[src/rtl/bt_cmd_parser.sv]
// Receive-side framing stage: assembles SOF/CMD/ARG/CHK frames from UART bytes.
// Define BT_ERRCNT_EN to add the saturating err_count output.
module bt_cmd_parser #(
    parameter logic [7:0] SOF     = 8'hAA,
    parameter int         TIMEOUT = 5000000,
    parameter int         TW      = 23
) (
    input  logic       clk_in,
    input  logic       reset,
    input  logic       avail,
    input  logic [7:0] din,
    output logic       cmd_valid,
    output logic [7:0] cmd,
    output logic [7:0] arg,
    output logic       frame_err,
`ifdef BT_ERRCNT_EN
    output logic [7:0] err_count,
`endif
    output logic       busy
);

    typedef enum logic [1:0] {IDLE, GET_CMD, GET_ARG, GET_SUM} state_t;

    state_t          state_q, state_d;
    logic            s1_q, s2_q, s3_q;
    logic            s1_d, s2_d, s3_d;
    logic [TW-1:0]   cnt_q, cnt_d;
    logic [7:0]      cmd_r_q, cmd_r_d, arg_r_q, arg_r_d;
    logic [7:0]      cmd_q, cmd_d, arg_q, arg_d;
    logic            valid_q, valid_d, ferr_q, ferr_d, busy_q, busy_d;
    logic            strobe;

    // avail may come from the divided-clock domain, so it is synchronised first
    assign s1_d   = avail;
    assign s2_d   = s1_q;
    assign s3_d   = s2_q;
    assign strobe = s2_q & ~s3_q;

    always_comb begin
        state_d = state_q;
        cnt_d   = cnt_q;
        cmd_r_d = cmd_r_q;
        arg_r_d = arg_r_q;
        cmd_d   = cmd_q;
        arg_d   = arg_q;
        valid_d = 1'b0;
        ferr_d  = 1'b0;
        if (state_q == IDLE || strobe) begin
            cnt_d = '0;
        end else begin
            cnt_d = cnt_q + 1'b1;
        end
        case (state_q)
            IDLE: begin
                if (strobe && din == SOF) state_d = GET_CMD;
            end
            GET_CMD: begin
                if (strobe) begin
                    cmd_r_d = din;
                    state_d = GET_ARG;
                end
            end
            GET_ARG: begin
                if (strobe) begin
                    arg_r_d = din;
                    state_d = GET_SUM;
                end
            end
            GET_SUM: begin
                if (strobe) begin
                    state_d = IDLE;
                    if (din == (SOF ^ cmd_r_q ^ arg_r_q)) begin
                        cmd_d   = cmd_r_q;
                        arg_d   = arg_r_q;
                        valid_d = 1'b1;
                    end else begin
                        ferr_d = 1'b1;
                    end
                end
            end
            default: state_d = IDLE;
        endcase
        // A strobe in the same cycle as the timeout takes priority
        if (state_q != IDLE && !strobe && cnt_q == TW'(TIMEOUT - 1)) begin
            state_d = IDLE;
            cnt_d   = '0;
            ferr_d  = 1'b1;
        end
        busy_d = (state_d != IDLE);
    end

    always_ff @(posedge clk_in or posedge reset) begin
        if (reset) begin
            state_q <= IDLE;
            s1_q    <= 1'b0;
            s2_q    <= 1'b0;
            s3_q    <= 1'b0;
            cnt_q   <= '0;
            cmd_r_q <= '0;
            arg_r_q <= '0;
            cmd_q   <= '0;
            arg_q   <= '0;
            valid_q <= 1'b0;
            ferr_q  <= 1'b0;
            busy_q  <= 1'b0;
        end else begin
            state_q <= state_d;
            s1_q    <= s1_d;
            s2_q    <= s2_d;
            s3_q    <= s3_d;
            cnt_q   <= cnt_d;
            cmd_r_q <= cmd_r_d;
            arg_r_q <= arg_r_d;
            cmd_q   <= cmd_d;
            arg_q   <= arg_d;
            valid_q <= valid_d;
            ferr_q  <= ferr_d;
            busy_q  <= busy_d;
        end
    end

    assign cmd_valid = valid_q;
    assign frame_err = ferr_q;
    assign cmd       = cmd_q;
    assign arg       = arg_q;
    assign busy      = busy_q;

`ifdef BT_ERRCNT_EN
    logic [7:0] errcnt_q, errcnt_d;

    always_comb begin
        errcnt_d = errcnt_q;
        if (ferr_d && errcnt_q != 8'hFF) errcnt_d = errcnt_q + 8'd1;
    end

    always_ff @(posedge clk_in or posedge reset) begin
        if (reset) errcnt_q <= '0;
        else       errcnt_q <= errcnt_d;
    end

    assign err_count = errcnt_q;
`endif

endmodule
[config.mk]
export PLATFORM = sky130hd
export DESIGN_NAME = bt_cmd_parser
export DESIGN_NICKNAME = d
export VERILOG_FILES = /design/src/rtl/bt_cmd_parser.sv
export SDC_FILE = /design/constraint.sdc
export NUM_CORES = 1
export LEC_CHECK = 0
export BUFFER_PORTS_ARGS = -buffer_cell sky130_fd_sc_hd__buf_2
export CAP_MARGIN = 20
export CORE_ASPECT_RATIO = 0.75
export CORE_MARGIN = 2
export CORE_UTILIZATION = 47
export DETAILED_ROUTE_END_ITERATION = 6
export GPL_TIMING_DRIVEN = 0
export MAX_ROUTING_LAYER = met4
export PLACE_DENSITY_LB_ADDON = 0.05
export RECOVER_POWER = 50
export SLEW_MARGIN = 5
export SYNTH_ARGS = -nofsm -noshare
export SYNTH_HDL_FRONTEND = slang
export SYNTH_SLANG_ARGS = --single-unit
[constraint.sdc]
create_clock -name clk_in -period 4.5 [get_ports clk_in]
set_input_delay 0.675 -clock clk_in [delete_from_list [all_inputs] [get_ports clk_in]]
set_output_delay 0.675 -clock clk_in [all_outputs]
set_load 0.05 [all_outputs]
==> summary by stage <==
Run status
The flow ran to the end, but the final reports show violations. The checks that failed: max-capacitance violations, max-slew violations.

Global route
For this run, global-route usage on met2 was measured as 24.7%. The largest net degree at the start of global routing is 64. The first global-routing pass estimated 9920 um of wire. The number of antenna violations at the first check in global routing is 0. After global routing, the most crowded layer is met1.

In the global route stage, met1 resource usage came out at 30.2%. Global routing consumed, over all layers together, 19.7% of the routing resources. After global routing the overflow that remains totals 0. For met3 alone, demand over resource in global routing was 5.06%. The via count of the first global-routing pass is 1936.

Placed design
The wire-length estimate of the detail-placed layout is 3920 um. The number of I/O port buffers is 29. At the end of routability-driven placement, the weighted congestion stood at 0.774. The cell total after placement is 349. Summing all placed instances gives a cell area of 3220 um2.

Layout
The net total in the final layout is 291. The area growth from synthesis to layout is 15.6%. The non-filler instance count after layout is 365. The layout has 550 filler cells. The proportion of layout cells with a drive suffix above 1 is 26.4%. The total non-filler cell area in the finished layout is 3430 um2. The antenna diode count is 0.

Drt
Across all layers, the routed design uses 2011 vias. The final antenna-violating net count is 0. The first TritonRoute pass finished after 4 iterations. After detailed routing, the average wire length per cell comes to 15.8 um.

The final routed wirelength across all metal layers is 5770 um. After detailed routing, the number of remaining DRC violations is 0. The detailed router's first-iteration violation count is 103.

Dividing the detail-routed via count by the number of cells gives 5.51.

Flow run
Across the run, the number of max-cap violations was 1.

Worst setup path
The startpoint kind of the worst setup timing path is a flop. The worst setup path is of the reg -> reg kind. The data arrival time at the worst-slack endpoint is 2580 ps. Traced cell by cell, the critical path runs through xnor3_1 -> nand4_4 -> nor4_4 -> buf_6 -> mux2_2. Measured in cells, the most critical reg-to-reg path has a length of 5. The critical path runs through a total of 5 cells.

The number of buffers and inverters on the critical path is 1. In this run the worst setup path begins at arg_r_q[6]. For this run, the slowest stage of the critical path takes 640 ps. The kind of cell with the highest combined delay on the critical path is simple AND/OR/NAND/NOR gates. On the critical path, the stage with the largest delay is an instance of sky130_fd_sc_hd__nor4_4. Of all nets on the critical path, the largest fanout is 10.

The data required time at the worst endpoint is 4720 ps. In this run the critical register-to-register path is launched from arg_r_q[6]. The kind of capture point of the worst setup path is a flop.

Synthesis
Yosys printed 0 warnings. After synthesis, flip-flops and latches occupy 53.1% of the total area. A synthesized cell averages 12.4 um2. Yosys mapped the design onto 38 distinct sky130hd cell types. Ranked by total cell area, the synthesized netlist is headed by sky130_fd_sc_hd__dfrtp_1, sky130_fd_sc_hd__mux2_2, sky130_fd_sc_hd__xnor3_1, sky130_fd_sc_hd__o31ai_1, sky130_fd_sc_hd__or4_1.

After synthesis the cells add up to 2970 um2. The area share of the leading cell type in the synthesized netlist is 53.1%. The total of flip-flops plus latches after synthesis is 63. When the netlist entered floorplanning its net count stood at 251. Synthesis handed over a netlist of 239 instances. The cell taking the most area after synthesis is sky130_fd_sc_hd__dfrtp_1.

Clocking
The number of gates resized after CTS is 0. The tree is rooted in a sky130_fd_sc_hd__clkbuf_8. In this run the deepest clock path goes through 2 buffers. The insertion delay of the later-clocked pin in the worst-skew pair is 340 ps. The H-tree generated during clock tree synthesis spans 3 levels. The number of buffers added by the clock tree synthesis step is 9. After clock tree synthesis, the flow added hold-fix buffers numbering 0. TritonCTS built the clock tree. In this run the post-CTS setup repair buffer count came out at 0. Clock tree synthesis found a total of 63 sinks. Clock-pin slew was measured on the worst setup and hold paths at 70 ps.

Power and ir drop
The internal power is 1.23 mW. The peak ir drop on the vdd network is 0.228 mV. The net switching power is 0.499 mW. Summed over all cells, the static leakage comes to 1.58 nW. The fraction of power spent switching nets is 28.9%.

In this run the power density over the cells is 503 nW/um2. The clock network burns 32.1% of the power. The combinational power share is 25.7%.

The sequential cell fraction of total power is 42.2%.

Worst hold path
The kind of path behind the tightest hold check is reg -> reg. The worst hold path cell count is 0. The hold path startpoint is s1_q.

Timing
The time the final worst path needs with I/O delays and setup is 2360 ps. Setup repair after global routing left no endpoint under its margin. The clock skew is 6.03 ps. The hold violation total from the final report is 0. The final setup violation count is 0.

Across all hold checks on the routed design, the worst slack comes to 350 ps. Derived from the worst setup path, the maximum achievable clock frequency is 424 MHz. For the pin with the worst max-slew slack, the measured transition is 2710 ps. The worst pin sits at a relative slew slack of -81.4%.

The count of pins over their slew limit is 64. Adding up every negative setup slack in the final design gives 0 ps. Of the available clock period, the critical path in the final layout requires 52.4%.

Floorplanning
The die is 95.7 um wide. The initial standard-cell utilization of the core is 47.9%. The floorplan step defined a die boundary enclosing 6970 um2. The core region is 6190 um2. The floorplan has 25 rows.

During I/O placement, the number of pins put on the boundary was 30. The die extent in y is 72.8 um.
## area by class of cell
type | count | area [um2] | share of cell area, %
flip-flops and latches | 63 | 1580 | 46.0
plain buffers | 12 | 53.8 | 1.57
clock inverters | 3 | 65.1 | 1.90
multi-input cells | 160 | 1320 | 38.5
clock buffers | 13 | 159 | 4.63
repair buffers | 29 | 138 | 4.01
well taps | 81 | 101 | 2.95
inverters | 4 | 16.3 | 0.474
## cell usage in the layout, fill, tap and decap left out, types with 8 or more instances in the layout
cell type                   n
sky130_fd_sc_hd__dfrtp_1   63
sky130_fd_sc_hd__or4_1     10
sky130_fd_sc_hd__clkbuf_1  17
sky130_fd_sc_hd__o31ai_1   10
sky130_fd_sc_hd__buf_2     24
sky130_fd_sc_hd__xor2_1     8
sky130_fd_sc_hd__a21oi_1   13
sky130_fd_sc_hd__nand3_1   10
sky130_fd_sc_hd__nand2_1   11
sky130_fd_sc_hd__nor2_1    16
sky130_fd_sc_hd__mux2_2    32
sky130_fd_sc_hd__clkbuf_8  11
## Yosys cell counts
library cell	instances
sky130_fd_sc_hd__xor3_2	1
sky130_fd_sc_hd__nand2_1	11
sky130_fd_sc_hd__o21ai_0	2
sky130_fd_sc_hd__nand4_1	5
sky130_fd_sc_hd__buf_2	1
sky130_fd_sc_hd__a21o_1	1
sky130_fd_sc_hd__nand3_1	10
sky130_fd_sc_hd__mux2_2	32
sky130_fd_sc_hd__inv_1	4
sky130_fd_sc_hd__nor4b_1	3
sky130_fd_sc_hd__o211ai_1	1
sky130_fd_sc_hd__a311o_1	1
sky130_fd_sc_hd__a211o_1	1
sky130_fd_sc_hd__xor3_1	3
sky130_fd_sc_hd__xor2_1	8
sky130_fd_sc_hd__dfrtp_1	63
sky130_fd_sc_hd__nand4_4	1
sky130_fd_sc_hd__nand2b_1	1
sky130_fd_sc_hd__and2_1	4
sky130_fd_sc_hd__and4_1	5
sky130_fd_sc_hd__nor2_1	16
sky130_fd_sc_hd__ha_1	1
sky130_fd_sc_hd__a21oi_1	13
sky130_fd_sc_hd__o31ai_1	10
sky130_fd_sc_hd__or4_1	10
sky130_fd_sc_hd__buf_1	1
sky130_fd_sc_hd__or3_1	1
sky130_fd_sc_hd__nor4_4	1
sky130_fd_sc_hd__nor2b_1	1
sky130_fd_sc_hd__o21bai_1	1
sky130_fd_sc_hd__and3_1	3
sky130_fd_sc_hd__xnor2_1	2
sky130_fd_sc_hd__clkbuf_1	9
sky130_fd_sc_hd__buf_6	1
sky130_fd_sc_hd__nor3_1	4
sky130_fd_sc_hd__xnor3_1	4
sky130_fd_sc_hd__and4b_1	1
sky130_fd_sc_hd__nor4bb_1	2
## registers in the layout, summed over array words and instances (netlist names)
register / count
s2_q: 1
busy: 1
cmd_valid: 1
cnt_q: 23
s1_q: 1
cmd: 8
frame_err: 1
s3_q: 1
state_q: 2
arg: 8
arg_r_q: 8
cmd_r_q: 8
## through the flow
step | worst slack (ps) | total power, mW | utilization (%)
2_1_floorplan | 2210 | 1.09 | -
3_3_place_gp | 1360 | 1.18 | 51.9
3_5_place_dp | 1800 | 1.18 | 51.9
4_1_cts | 2120 | 1.74 | 55.5
5_1_grt | 1700 | 1.82 | 55.4
6_report | 2140 | 1.73 | 55.4
## power groups by stage
stage / Combinational, mW / Clock (mW) / Sequential, mW
floorplan: 0.347 / 0 / 0.739
global placement: 0.441 / 0 / 0.734
detailed placement: 0.446 / 0 / 0.738
CTS: 0.451 / 0.566 / 0.728
global route: 0.487 / 0.591 / 0.742
finish: 0.445 / 0.554 / 0.728
## cell families (layout without fill, tap and decap cells)
kind of cell,count (synthesis),count (layout),synth area share (%)
simple gates,79,79,16.3
mux,32,32,12.1
compound gates,30,30,6.45
xor+xnor,18,18,9.24
buf+inv,16,61,2.32
flops,63,63,53.1
fa+ha+maj,1,1,0.422
## layer usage
| metal | part of all wire (%) | vias to the layer above | wire length, um |
|---|---|---|---|
| li1 | - | 962 | - |
| met1 | 54 | 1008 | 3100 |
| met2 | 41 | 34 | 2360 |
| met3 | 4.1 | 7 | 237 |
| met4 | 1.3 | 0 | 74 |
| met5 | 0 | - | 0 |
## worst paths after layout
path	slack, ps	endpoint
max	2140	cmd[1]
min in group asynchronous	1100	s1_q
max reg2reg	2140	cmd[1]
min	350	s2_q
min reg2reg	350	s2_q
max in group asynchronous	2200	busy
Note: power is estimated with default switching activity, not from simulation.
